--- config.mk ---
export PLATFORM = sky130hd
export DESIGN_NAME = layer1_serializer_flat
export DESIGN_NICKNAME = d
export VERILOG_FILES = /design/src/rtl/layer1_serializer_if.sv /design/src/rtl/layer1_serializer.sv /design/src/flat_wrapper.sv
export SDC_FILE = /design/constraint.sdc
export NUM_CORES = 2
export LEC_CHECK = 0
export CAP_MARGIN = 20
export CORE_AREA = 3 3 417 419
export DETAILED_ROUTE_END_ITERATION = 8
export DIE_AREA = 0 0 420 422
export PLACE_DENSITY_LB_ADDON = 0.2
export SYNTH_ARGS = -nofsm -noshare
export SYNTH_HDL_FRONTEND = slang
export SYNTH_SLANG_ARGS = --single-unit
--- constraint.sdc ---
create_clock -name clk -period 243.3 [get_ports clk]
set_clock_uncertainty 0.05 [all_clocks]
set_input_delay 36.495 -clock clk [delete_from_list [all_inputs] [get_ports clk]]
set_output_delay 36.495 -clock clk [all_outputs]
set_load 0.01 [all_outputs]
--- src/rtl/layer1_serializer_if.sv ---
// layer1_serializer_if: vector-in / word-stream-out bundle (master drives valid_in, data_in, ready_in; slave drives data_out, ch_idx, valid_out, overflow; last_out with SER_LAST_EN)
interface layer1_serializer_if #(
  parameter int CHANNELS  = 32,
  parameter int DATA_BITS = 32
);
  logic                                valid_in;
  logic [CHANNELS-1:0][DATA_BITS-1:0]  data_in;
  logic                                ready_in;
  logic [DATA_BITS-1:0]                data_out;
  logic [4:0]                          ch_idx;
  logic                                valid_out;
  logic                                overflow;
`ifdef SER_LAST_EN
  logic                                last_out;
  modport master (output valid_in, data_in, ready_in, input data_out, ch_idx, valid_out, overflow, last_out);
  modport slave  (input valid_in, data_in, ready_in, output data_out, ch_idx, valid_out, overflow, last_out);
`else
  modport master (output valid_in, data_in, ready_in, input data_out, ch_idx, valid_out, overflow);
  modport slave  (input valid_in, data_in, ready_in, output data_out, ch_idx, valid_out, overflow);
`endif
endinterface

--- src/rtl/layer1_serializer.sv ---
// layer1_serializer: ping-pong buffers CHANNELS-word vectors and streams them one word per ready beat (ports clk, rst_n active-high sync reset, bus slave modport; SER_LAST_EN adds last_out)
module layer1_serializer #(
  parameter int CHANNELS  = 32,
  parameter int DATA_BITS = 32
) (
  input logic                clk,
  input logic                rst_n,
  layer1_serializer_if.slave bus
);
  typedef enum logic {IDLE, STREAM} state_t;
  localparam logic [4:0] LAST = 5'(CHANNELS - 1);
  state_t state_q, state_d;
  logic [1:0] count_q, count_d;
  logic wr_q, wr_d, rd_q, rd_d, ovf_q, ovf_d;
  logic [4:0] ch_q, ch_d;
  logic last_beat, free, accept;
  logic [CHANNELS-1:0][DATA_BITS-1:0] mem [2];
  always_comb begin
    last_beat = ch_q == LAST;
    free      = state_q == STREAM && bus.ready_in && last_beat;
    accept    = bus.valid_in && (count_q != 2'd2 || free);
    count_d   = count_q + 2'(accept) - 2'(free);
    wr_d      = wr_q ^ accept;
    rd_d      = rd_q ^ free;
    ovf_d     = ovf_q | (bus.valid_in & ~accept);
    ch_d      = state_q == STREAM && bus.ready_in ? (last_beat ? 5'd0 : ch_q + 5'd1) : ch_q;
    state_d   = count_d != 2'd0 ? STREAM : IDLE;
  end
  always_ff @(posedge clk) begin
    if (rst_n) begin
      state_q <= IDLE;
      count_q <= 2'd0;
      wr_q    <= 1'b0;
      rd_q    <= 1'b0;
      ch_q    <= 5'd0;
      ovf_q   <= 1'b0;
    end else begin
      state_q <= state_d;
      count_q <= count_d;
      wr_q    <= wr_d;
      rd_q    <= rd_d;
      ch_q    <= ch_d;
      ovf_q   <= ovf_d;
    end
  end
  always_ff @(posedge clk)
    if (!rst_n && accept) mem[wr_q] <= bus.data_in;
  assign bus.valid_out = state_q == STREAM;
  assign bus.ch_idx    = ch_q;
  assign bus.data_out  = bus.valid_out ? mem[rd_q][ch_q] : '0;
  assign bus.overflow  = ovf_q;
`ifdef SER_LAST_EN
  assign bus.last_out  = bus.valid_out && last_beat;
`endif
endmodule

--- src/flat_wrapper.sv ---
// flat-port wrapper written by rule: the top's interface ports become plain ports
module layer1_serializer_flat 
#(
  parameter int CHANNELS  = 32,
  parameter int DATA_BITS = 32
)
  (clk, rst_n, bus_valid_in, bus_data_in, bus_ready_in, bus_data_out, bus_ch_idx, bus_valid_out, bus_overflow);
  layer1_serializer_if #(.CHANNELS(CHANNELS), .DATA_BITS(DATA_BITS)) bus_i ();
  input logic clk;
  input logic rst_n;
  input wire logic [$bits(bus_i.valid_in)-1:0] bus_valid_in;
  input wire logic [$bits(bus_i.data_in)-1:0] bus_data_in;
  input wire logic [$bits(bus_i.ready_in)-1:0] bus_ready_in;
  output wire logic [$bits(bus_i.data_out)-1:0] bus_data_out;
  output wire logic [$bits(bus_i.ch_idx)-1:0] bus_ch_idx;
  output wire logic [$bits(bus_i.valid_out)-1:0] bus_valid_out;
  output wire logic [$bits(bus_i.overflow)-1:0] bus_overflow;
  assign bus_i.valid_in = bus_valid_in;
  assign bus_i.data_in = bus_data_in;
  assign bus_i.ready_in = bus_ready_in;
  assign bus_data_out = bus_i.data_out;
  assign bus_ch_idx = bus_i.ch_idx;
  assign bus_valid_out = bus_i.valid_out;
  assign bus_overflow = bus_i.overflow;
  layer1_serializer #(.CHANNELS(CHANNELS), .DATA_BITS(DATA_BITS)) u_core (.clk(clk), .rst_n(rst_n), .bus(bus_i));
endmodule
# After elaboration in Yosys (flattened, before gate mapping)
# Memory sizes are Yosys's and may differ from the RTL's. A register that Yosys moved wholly into a read port is not among the register bits.
# Cells that the tools add are included.
op_classes:
  n_addsub: 3
  order_cmp: 1
  n_eq_ne: 2
  mux: 8
  n_bitwise: 5
  reduce_logical: 7
op_table:
  columns: ["op", "n"]
  rows:
  - ["$bmux W32 S5", 1]
  - ["$mux W32", 2]
  - ["$lt A5 B6 Y1 const B", 1]
  - ["$add A5 B1 Y5 const B", 1]
  - ["$eq A5 B5 Y1 const B", 1]
  - ["$mux W5", 1]
  - ["$logic_and A1 B1 Y1", 4]
  - ["$mux W1", 4]
  - ["$add A2 B1 Y2", 1]
  - ["$ne A2 B2 Y1 const B", 1]
  - ["$reduce_bool A2 Y1", 1]
  - ["$sub A2 B1 Y2", 1]
  - ["$xor A1 B1 Y1", 2]
  - ["$and A1 B1 Y1", 1]
  - ["$logic_not A1 Y1", 1]
  - ["$logic_or A1 B1 Y1", 1]
  - ["$not A1 Y1", 1]
  - ["$or A1 B1 Y1", 1]
word_totals:
  ff_bits: 11
  ramBits: 2048
  input_bits: 1028
  elab_cells: 33
  n_memories: 1
mem_list:
  columns: ["memory", "words", "width", "read_ports", "rd_ports_with_merged_regs", "wr", "line", "rtl"]
  rows:
  - ["u_core.mem", 2, 1024, 1, 1, 1, "layer1_serializer.sv:17", "logic [CHANNELS-1:0][DATA_BITS-1:0] mem [2];"]

# Logic depth before layout (Yosys ltp)
logic_depth:
  ltp_word: 8
  depth_mapped: 12
  depth_no_buf: 8

# Least setup slack after synthesis
# OpenSTA, ideal clock, no wires.
synth_path:
  path_type: "input to register"
  start: "input port bus_ready_in"
  end: "memory u_core.mem[1][0] (netlist bit), enable pin"
  setup_ns: 3.884
  arrival_time_ns: 110.808
  required_time_ns: 239.366
  setup_slack_ns: 128.558
  stages: 4
  path_buffers: 1
  cell_sequence: "and3_1 -> clkbuf_1 -> o21ai_1 -> nor3b_1"
synth_via:
  elab_chain_cells: 7
synth_rtl:
  columns: ["element", "line", "rtl"]
  rows:
  - ["from (decl)", "flat_wrapper.sv:13", "input wire logic [$bits(bus_i.ready_in)-1:0] bus_ready_in;"]
  - ["$logic_and A1 B1 Y1 (2 in series)", "layer1_serializer.sv:20", "free = state_q == STREAM && bus.ready_in && last_beat;"]
  - ["$logic_or A1 B1 Y1", "layer1_serializer.sv:21", "accept = bus.valid_in && (count_q != 2'd2 || free);"]
  - ["$logic_and A1 B1 Y1", "layer1_serializer.sv:21", null]
  - ["$logic_and A1 B1 Y1", "layer1_serializer.sv:47", "if (!rst_n && accept) mem[wr_q] <= bus.data_in;"]
  - ["$mux W1", "layer1_serializer.sv:47", null]
  - ["$mux W1 (not written as such)", "layer1_serializer.sv:47", null]
  - ["to (decl)", "layer1_serializer.sv:17", null]
# Every way passes these cells.

==> results.toml <==
[worst_setup_path]
crit_slowest_cell = "a2111oi_2"
reg2reg_from = "u_core.bus.ch_idx[1]"
cp-end-kind = "output pin"
critPathKind = "reg -> out"
worstSetupStartpoint = "u_core.rd_q"
worstPathMaxFanout = 42
worst_setup_path_start_kind = "flip-flop"
cp.arrival_ps = 6800
slowest_delay_ps = 920
worst_path_most_repeated_cell = "buf_4"
worstPathCellList = "buf_4 -> buf_4 -> buf_4 -> mux4_2 -> mux2i_1 -> nor2_1 -> a2111oi_2 -> o21ai_0 -> clkdlybuf4s50_1"
cp.required_ps = 206750

[sta]
finalHoldViolations = 0
rsz0062_at_grt = "false"
slew_violations = 0
fmax_mhz = 23.1
relSlewSlack_pct = 20.0
worst_pin_slew_ps = 1200
period_needed_ps = 43340
setup_tns_ps = 0
fin_crit_sh_pct = 17.8
setup-violations-final = 0

[synthesis]
synth_top_area_share_pct = 78.3
ys_top_cells_by_count = "2048 x edfxtp_1, 413 x mux4_2, 286 x mux2i_1"
ys_warn_count = 0
synthCells = 3475
synth_area_leaders = "edfxtp_1 78%, mux4_2 12%, mux2i_1 3.6%"
synth_nets = 4506
synth.distinct_cells = 47
yosys.area.top_type = "edfxtp_1"
syn_area_per_cell_um2 = 22.6
syn_area_um2 = 78500
yosysMostFrequentCell = "edfxtp_1"
synth_flop_cell = "edfxtp_1"
yosys_register_bits = 2059
yosysSeqAreaShare_pct = 78.6
synth_edf_count = 2048
ys_async_sr_fraction_pct = 0

[min_path]
hold_path.class = "reg -> reg"
min-delay-start = "u_core.wr_q"

[clock_tree]
cts.sinks = 2059
ctsHtreeMaxLevel = 4
cts_tree = "yes"
cts_max_path_buffers = 3
cts_setup_buffers = 0
ctsHoldBuffers = 0
clk_pin_slew_ps = 60
root_buffer = "clkbuf_16"
cts-buffers-inserted = 206
clk_latency_ps = 840
cts.repair.resized = 0

[layout]
fin_cells = 7148
nets = 5674
drive_above_1_share_pct = 16.7
areaGrowthSynthToFinish_pct = 25.3

[global_route]
grt_pass1_vias = 42100
antenna_found_initial = 176
grt_pass1_wl_um = 333000
grt_start_max_net_pins = 174
grt_usage_pct = 27.5
grt-ovfl-total = 0

[placed_design]
place_inst = 6666
port_buffers = 1066
gp_congestion = 0.847
place_hpwl_um = 174000

[route]
vias = 41600
final_antenna_net_count = 0
drc = 0
via_per_inst = 5.82
drtIter0Drc = 4507
wire_per_inst_um = 34.5
routed_wl_um = 246000
dr.pass1.iters = 8

[die]
core-area_um2 = 171000
fp.dieW_um = 420
start_util_pct = 45.9
die-area_um2 = 177000
die-height_um = 422
pin_count = 1067
rows = 152

[power_and_ir_drop]
power_frac_seq_pct = 53.6
p_per_area_nw_per_um2 = 7.80
ir_worst_vdd_uv = 8.00
p_sw_share_pct = 21.1
p_int_w = 0.000605
power.switching_w = 0.000162
clockPowerShare_pct = 39.7
p_leak_nw = 30.2
combPwrFrac_pct = 6.6

[job]
cap_violations = 0

[outcome]
outcome = "finished, final reports clean"
## metrics by stage
step	power [W]	hold WS, ps	instance area [µm²]	setup slack [ps]	util (%)
after global placement	0.000468	492	91700	199630	53.6
after global routing	0.000790	554	98300	199520	57.5
final	0.000767	508	98300	199960	57.5
after floorplan	0.000479	444	78500	128560	-
after detailed placement	0.000470	489	91700	199610	53.6
after CTS	0.000772	507	98100	199860	57.4
## sequential cells by signal, indices dropped and copies added, names as in the netlist
name	count
u_core.wr_q	1
u_core.rd_q	1
u_core.bus.ch_idx	5
u_core.count_q	2
u_core.bus.overflow	1
u_core.mem	2048
u_core.bus.valid_out	1
## logic make-up after synthesis
logic type | count (synthesis) | share of synthesized area [%]
flops | 2059 | 78.6
fa+ha+maj | 3 | 0.0478
xor+xnor | 3 | 0.0335
simple gates | 130 | 0.781
buf+inv | 197 | 1.53
mux | 711 | 15.7
compound gates | 372 | 3.32
## layout by cell type, fill, tap and decap left out, drive strengths merged, types with 41 or more instances in the layout
master and n:
edfxtp 2048, clkdlybuf4s50 1066, mux4 413, mux2i 286
clkbuf 262, clkinv 100, diode 99, buf 88
a21oi 86, o221ai 61, o22ai 54, nand2 41
## routing by layer
layer  global-route usage [%]  vias to the layer above  part of all wire [%]  wire (µm)
li1                         -                    17400                     -          -
met1                     33.7                    21900                    37      90000
met2                     46.0                     1894                    52     127000
met3                     6.81                      456                   7.8      19300
met4                     12.5                       40                   4.0       9850
met5                        0                        -                  0.10        255
## final cells by class
type | instances | area (µm²)
fillers | 12600 | 72600
flip-flops and latches | 2059 | 61700
multi-input cells | 1219 | 15700
repair buffers | 1155 | 11500
clock buffers | 261 | 5470
well taps | 2233 | 2790
clock inverters | 120 | 965
diodes | 99 | 248
inverters | 2 | 7.51
## power groups by stage
stage	clock network [W]	registers (W)	logic, W
final	0.000305	0.000411	0.0000510
after global routing	0.000324	0.000412	0.0000536
after CTS	0.000310	0.000411	0.0000512
after detailed placement	0	0.000419	0.0000510
after global placement	0	0.000418	0.0000503
after floorplan	0	0.000460	0.0000189
## worst max-delay path: cells and delay by family (launching register included)
kind                   cells  cell delay [ps]
AND/OR/NAND/NOR            1               80
multiplexers               2              810
flip-flops                 1              870
buffers and inverters      4             2800
AO/OA/AOI/OAI              2             1200
## worst paths after layout
check / to / slack, ps / depth (start not counted)
max reg2reg: u_core.mem[1][288] / 234750 / 13
min: u_core.wr_q / 510 / 2
max: bus_data_out[21] / 199960 / 9
min reg2reg: u_core.wr_q / 510 / 2
Note: power is estimated with default switching activity, not from simulation.
